[src/rtl/regfile_pkg.sv]
// Shared register-file types: address/data widths, the zero register and the
// queued write entry used by both the write queue and the register file.
package regfile_pkg;
    localparam int AW = 5;
    localparam int DW = 32;
    localparam logic [AW-1:0] REG_ZERO = '0;

    typedef struct packed {
        logic [AW-1:0] wreg;
        logic [DW-1:0] data;
    } wq_entry_t;
endpackage

[src/rtl/regfile_wq_match.sv]
// Youngest-first priority matcher over the write-queue entries; returns the
// data of the most recently pushed valid entry whose register equals i_addr.
module regfile_wq_match
    import regfile_pkg::*;
#(
    parameter int DEPTH = 4,
    parameter int PW    = $clog2(DEPTH)
) (
    input  wq_entry_t [DEPTH-1:0] i_entries,
    input  logic [DEPTH-1:0]      i_valid,
    input  logic [PW-1:0]         i_wptr,
    input  logic [AW-1:0]         i_addr,
    output logic                  o_hit,
    output logic [DW-1:0]         o_data
);
    // Scan oldest to youngest so the last match (the youngest) is what remains.
    always_comb begin
        o_hit  = 1'b0;
        o_data = '0;
        for (int k = DEPTH; k >= 1; k--) begin
            logic [PW-1:0] w_idx;
            w_idx = i_wptr - PW'(k);
            if (i_valid[w_idx] && i_entries[w_idx].wreg == i_addr && i_addr != REG_ZERO) begin
                o_hit  = 1'b1;
                o_data = i_entries[w_idx].data;
            end
        end
    end
endmodule

[src/rtl/regfile_write_queue.sv]
// Register-file write queue: FIFO of writeback requests drained one per cycle
// into the RF write port. Forwarding is built only with REGFILE_WQ_FWD_EN.
module regfile_write_queue #(
    parameter int DEPTH = 4,
    parameter int AW    = 5,
    parameter int DW    = 32
) (
    input  logic                   clk,
    input  logic                   rst_n,
    input  logic                   flush,
    input  logic                   in_valid,
    output logic                   in_ready,
    input  logic [AW-1:0]          in_reg,
    input  logic [DW-1:0]          in_data,
    input  logic                   drain_en,
    output logic                   rf_we,
    output logic [AW-1:0]          rf_waddr,
    output logic [DW-1:0]          rf_wdata,
    input  logic [AW-1:0]          rd_addr1,
    input  logic [AW-1:0]          rd_addr2,
    output logic                   fwd_hit1,
    output logic                   fwd_hit2,
    output logic [DW-1:0]          fwd_data1,
    output logic [DW-1:0]          fwd_data2,
    output logic [$clog2(DEPTH):0] count,
    output logic                   empty
);
    import regfile_pkg::*;

    localparam int PW = $clog2(DEPTH);
    localparam int CW = PW + 1;

    wq_entry_t [DEPTH-1:0] r_mem;
    logic [PW-1:0]         r_wptr;
    logic [PW-1:0]         r_rptr;
    logic [CW-1:0]         r_count;
    logic                  w_push;
    logic                  w_pop;

    assign empty    = (r_count == '0);
    assign count    = r_count;
    assign in_ready = (r_count < CW'(DEPTH)) && !flush;
    assign rf_we    = drain_en && !empty;
    assign rf_waddr = empty ? '0 : r_mem[r_rptr].wreg;
    assign rf_wdata = empty ? '0 : r_mem[r_rptr].data;
    // Writes to r0 complete the handshake but never occupy an entry.
    assign w_push   = in_valid && in_ready && (in_reg != REG_ZERO);
    assign w_pop    = rf_we;

    always_ff @(posedge clk or negedge rst_n) begin
        if (!rst_n) begin
            r_mem   <= '0;
            r_wptr  <= '0;
            r_rptr  <= '0;
            r_count <= '0;
        end else if (flush) begin
            r_wptr  <= '0;
            r_rptr  <= '0;
            r_count <= '0;
        end else begin
            if (w_push) begin
                r_mem[r_wptr] <= '{wreg: in_reg, data: in_data};
                r_wptr        <= r_wptr + 1'b1;
            end
            if (w_pop)
                r_rptr <= r_rptr + 1'b1;
            r_count <= r_count + CW'(w_push) - CW'(w_pop);
        end
    end

`ifdef REGFILE_WQ_FWD_EN
    logic [DEPTH-1:0] w_vld;

    // Entry i is live when its distance from the head is below the occupancy.
    for (genvar i = 0; i < DEPTH; i++) begin : g_vld
        logic [PW-1:0] w_dist;
        assign w_dist   = PW'(i) - r_rptr;
        assign w_vld[i] = ({1'b0, w_dist} < r_count);
    end

    regfile_wq_match #(.DEPTH(DEPTH)) u_match1 (
        .i_entries (r_mem),
        .i_valid   (w_vld),
        .i_wptr    (r_wptr),
        .i_addr    (rd_addr1),
        .o_hit     (fwd_hit1),
        .o_data    (fwd_data1)
    );

    regfile_wq_match #(.DEPTH(DEPTH)) u_match2 (
        .i_entries (r_mem),
        .i_valid   (w_vld),
        .i_wptr    (r_wptr),
        .i_addr    (rd_addr2),
        .o_hit     (fwd_hit2),
        .o_data    (fwd_data2)
    );
`else
    assign fwd_hit1  = 1'b0;
    assign fwd_hit2  = 1'b0;
    assign fwd_data1 = '0;
    assign fwd_data2 = '0;
`endif
endmodule

[config.mk]
export PLATFORM = sky130hd
export DESIGN_NAME = regfile_write_queue
export DESIGN_NICKNAME = d
export VERILOG_FILES = /design/src/rtl/regfile_pkg.sv /design/src/rtl/regfile_wq_match.sv /design/src/rtl/regfile_write_queue.sv
export SDC_FILE = /design/constraint.sdc
export NUM_CORES = 1
export LEC_CHECK = 0
export ABC_AREA = 1
export BUFFER_PORTS_ARGS = -buffer_cell sky130_fd_sc_hd__clkbuf_2
export CAP_MARGIN = 15
export CORE_MARGIN = 4
export CORE_UTILIZATION = 45
export DETAILED_ROUTE_END_ITERATION = 6
export GPL_ROUTABILITY_DRIVEN = 1
export PLACE_DENSITY = 0.64
export SKIP_CTS_REPAIR_TIMING = 1
export SLEW_MARGIN = 5
export SYNTH_ARGS = -nofsm -noshare
export SYNTH_HDL_FRONTEND = slang
export SYNTH_HIERARCHICAL = 1
export SYNTH_SLANG_ARGS = --single-unit
[constraint.sdc]
create_clock -name clk -period 2.7 [get_ports clk]
set_input_delay 0.405 -clock clk [delete_from_list [all_inputs] [get_ports clk]]
set_output_delay 0.405 -clock clk [all_outputs]
set_load 0.005 [all_outputs]
Word level (Yosys, flattened, before mapping)
Cells that the tools add are included.
- magnitude comparators: 4
- add/subtract/negate cells: 4
- bitwise operators: 1
- reduce and logical (&&, ||, !) cells: 12
- mux-type cells: 12
- operators by type and width (kind ; number):
    $bwmux W148 ; 1
    $bmux W37 S2 ; 1
    $demux W37 S2 ; 1
    $mux W37 ; 2
    $mux W32 ; 1
    $mux W2 ; 4
    $lt A2 B3 Y1 const B ; 2
    $logic_and A1 B1 Y1 ; 5
    $mux W5 ; 1
    $reduce_bool A5 Y1 ; 1
    $add A2 B1 Y2 const B ; 2
    $reduce_bool A2 Y1 ; 2
    $add A3 B1 Y3 ; 1
    $logic_not A3 Y1 ; 1
    $lt A3 B3 Y1 const B ; 1
    $mux W3 ; 1
    $sub A3 B1 Y3 ; 1
    $ge A2 B1 Y1 const B ; 1
    $logic_not A1 Y1 ; 2
    $reduce_and A2 Y1 ; 1
    $not A1 Y1 ; 1
- input bits: 52
- word-level logic and storage cells: 44
- register bits: 155

Longest topological paths before layout
- depth after elaboration: 7
- gate-level depth with buffers: 13

Least setup slack after synthesis
OpenSTA, ideal clock, no wires.
- path type: in2reg
- start: in flush
- end: reg r_count[2] (netlist: count[2])
- data arrival time: 1.942 ns
- slack: 0.639 ns
- cell stages on the path: 12
- buffers on the path: 1
- cell sequence: inv_2 nand2_2 nor2_2 buf_2 nand2_1 ha_1 inv_1 ha_1 inv_1 fa_1 a21oi_1 nor2_1
- word-level cells in the longest chain between the ends: 7
- RTL lines (what ; line ; RTL):
    start: declaration ; regfile_write_queue.sv:10 ; input logic flush,
    $logic_not A1 Y1 ; regfile_write_queue.sv:42 ; assign in_ready = (r_count < CW'(DEPTH)) && !flush;
    $logic_and A1 B1 Y1 ; regfile_write_queue.sv:42 ;
    $logic_and A1 B1 Y1 (2 in a row) ; regfile_write_queue.sv:47 ; assign w_push = in_valid && in_ready && (in_reg != REG_ZERO);
    $add A3 B1 Y3 ; regfile_write_queue.sv:67 ; r_count <= r_count + CW'(w_push) - CW'(w_pop);
    $sub A3 B1 Y3 ; regfile_write_queue.sv:67 ;
    $mux W3 * ; regfile_write_queue.sv:56 ; end else if (flush) begin
    end signal: assignment ; regfile_write_queue.sv:67 ;
    end: declaration ; regfile_write_queue.sv:36 ; logic [CW-1:0] r_count;
Every way passes the cells marked *; elsewhere a longest branch is shown, timed or not.
A chain may end at the register's enable or synchronous reset.

Worst setup path after layout
- start: reg r_rptr[0]
- end: out rf_waddr[4]
- word-level cells in the longest chain between the ends: 3
- RTL lines (what ; line ; RTL):
    start: declaration ; regfile_write_queue.sv:35 ; logic [PW-1:0] r_rptr;
    start signal: assignment ; regfile_write_queue.sv:66 ; r_rptr <= r_rptr + 1'b1;
    $bmux W37 S2 ; regfile_write_queue.sv:44 ; assign rf_waddr = empty ? '0 : r_mem[r_rptr].wreg;
    $mux W37 ; - ;
    $mux W5 ; regfile_write_queue.sv:44 ;
    end: declaration ; regfile_write_queue.sv:17 ; output logic [AW-1:0] rf_waddr,
Every way passes these cells. The select of a mux whose other input is x is not followed.

==> results.yml <==
die:
  start_util_pct: 46.4
  fp.coreArea_mm2: 0.0183
  die_area_mm2: 0.0211
  io_pins: 161
  die_y_um: 145
  die_w_um: 145
  num_rows: 49
sta:
  hold_violations: 19
  tns_ps: 0
  timing.fmax_ghz: 0.392
  fin_crit_ps: 2550
  whs_ps: -28.8
  setup_viol: 0
  worstMarginPinSlew_ps: 806
  rsz0062_at_grt: "false"
  finalCritPeriodShare_pct: 94.4
  slew_violations: 0
  slew_headroom_pct: 46.3
  fin_worst_skew_ps: 5.99
logic_synthesis:
  async_flop_share_pct: 100
  syn_inst: 1073
  synth.most_common_cell: "nand2_1"
  synth_top_flop_cell: "dfrtp_1"
  yosys.area.top_type: "dfrtp_1"
  yosys-top-cells-area: "dfrtp_1 (46%), nand2_1 (15%), nand4_1 (11%)"
  yosys.cell_types.count: 24
  synthTopCellsByCount: "nand2_1 (342), dfrtp_1 (155), nand4_1 (149)"
  yosysTopAreaCellShare_pct: 45.7
  synth_edf_count: 0
  ys_seq_elements: 155
  syn_area_mm2: 0.00849
  yosysSeqAreaShare_pct: 45.7
  ys_warn_count: 6
  syn_area_per_cell_um2: 7.91
routing:
  drt_wl_total_um: 22800
  final_antenna_net_count: 0
  drc_errors: 0
  wl_per_cell_um: 16.8
  drt-pass1-iter-count: 6
  drt_iter0_drc: 588
  vias: 7309
  vias_per_cell: 5.39
grt:
  grt.busiest_layer: "met2"
  grt_pass1_vias: 7036
  grt-ovfl-total: 0
  use_met3_pct: 4.55
  antenna_found_initial: 0
  grtUsageMet2_pct: 34.7
  use_met1_pct: 29.9
  grt_use_total_pct: 21.6
  grt_pass1_wl_um: 37500
  grt_max_degree: 155
clocking:
  clock_latency_ps: 420
  cts-root-buf: "clkbuf_16"
  cts.sinks: 155
  clockBufferDepth: 2
  htree_levels: 4
  cts_made_buffers: 17
  cts_tree: "done"
  clk_pin_slew_ps: 60
pwr:
  vdd_drop_max_mv: 0.629
  p_leak_nw: 4.86
  power-per-cell-area_mw_per_mm2: 1010
min_path:
  min_path_type: "input port to async pin"
placed_design:
  dpl-instance-area_mm2: 0.00876
  io_buffers: 84
  place_congestion: 0.760
  dp_hpwl_um: 13000
cells_and_area:
  antennaDiodeCount: 0
  drive_gt1_share_pct: 13.9
  fin_area_mm2: 0.00939
  syn2layout_area_growth_pct: 10.6
  fin_nets: 1172
setup_path:
  rr_worst_depth: 11
  endpoint_kind: "primary output"
  critPathArrivalTime_ps: 2140
  cp_num_buf_inv: 3
  cp-start-kind: "flip-flop"
  worstReg2RegEnd: "count[2]$_DFF_PN0_"
  rrSetupSlack_ps: 620
  crit_path_max_fanout: 35
  cpPeakStageDelay_ps: 650
  rr_startpoint: "count[1]$_DFF_PN0_"
  criticalPathCategory: "flip-flop to primary output"
  crit_chain: "inv_2 -> buf_6 -> o21ai_0 -> a21oi_1 -> clkbuf_2"
  crit_path_top_delay_cell: "dfrtp_4"
  critical_path_required_ps: 2300
  cp_top_family: "flip-flops"
status:
  violations: "negative hold slack"
  status: "finished, violations left"
job:
  cap_violations: 0
## placed cells by master, fill, tap and decap left out
master	n
clkbuf_2	83
clkinv_2	3
nand3_1	7
nand2_2	1
o21ai_0	28
o211ai_1	37
clkinv_1	1
o21ai_1	10
a21oi_1	38
ha_1	6
inv_1	47
nand2_1	342
dfrtp_1	154
buf_4	22
clkinvlp_4	3
nand4_1	149
nor2_1	80
buf_6	2
dfrtp_4	1
clkbuf_16	17
clkbuf_1	2
xor2_1	1
clkbuf_8	2
fa_1	1
nor2_4	1
inv_6	1
inv_2	6
nand3_4	5
bufinv_16	4
conb_1	66
buf_12	6
## worst reg2reg max path, cell delays in order, from the launching register on
cell and delay [ps]:
dfrtp_1 420, nor2_1 150, nand2_1 90, nand2_1 100, inv_1 100, ha_1 290
inv_1 60, ha_1 130, inv_1 50, fa_1 390, a21oi_1 130, nor2_1 60
## stage by stage
step / setup WS, ps / std cells / power [mW] / utilization (%)
after floorplan: 639 / 1138 / 5.81 / -
after global placement: 482 / 1323 / 6.96 / 47.9
after detailed placement: 465 / 1323 / 7.02 / 47.9
after CTS: 31.6 / 1355 / 9.60 / 51.4
after global routing: 59.3 / 1355 / 10.3 / 51.4
final: 151 / 1355 / 9.53 / 51.4
## area by class of cell
type	count	area, um^2
clock buffer	21	460
clock inverter	11	166
fill	1803	8880
inverter	54	203
multi-input combinational	772	3670
sequential	155	3880
tap	229	287
timing repair buffer	113	723
## worst max-delay path by stage
stage | start | end | slack, ps | depth (start not counted)
6_report | r_rptr[0]$_DFFE_PN0P_ | rf_waddr[4] | 150 | 5
5_1_grt | r_rptr[0]$_DFFE_PN0P_ | rf_waddr[4] | 60 | 6
4_1_cts | r_rptr[0]$_DFFE_PN0P_ | rf_waddr[1] | 30 | 5
3_5_place_dp | flush | count[2]$_DFF_PN0_ | 470 | 12
3_3_place_gp | r_rptr[0]$_DFFE_PN0P_ | rf_waddr[1] | 480 | 5
2_1_floorplan | flush | count[2]$_DFF_PN0_ | 640 | 12
## logic make-up after synthesis
group                      share of synthesized area, %
adders and majority gates                          1.12
and+or+nand+nor                                    31.1
AOI/OAI and AO/OA                                  7.76
DFF                                                45.7
xor gates and xnor gates                          0.103
buffers and inverters                              14.2
other                                            0.0442
## sequential cells by signal, summed over array words and instances (netlist names)
name    flops
r_mem     148
r_wptr      2
r_rptr      2
count       3
## where the power goes
| group | switching [mW] | internal [mW] |
|---|---|---|
| sequential | 0.486 | 3.11 |
| combinational | 2.07 | 1.31 |
| clock | 0.954 | 1.59 |
## routing by layer
layer	vias to the layer above	share of wire, %	wire [um]
met1	3528	45	10200
met2	233	47	10700
met3	25	6.4	1470
met4	0	1.6	369
li1	3523	-	-
met5	-	0	0
No activity file was read; power rests on OpenSTA's default activity.
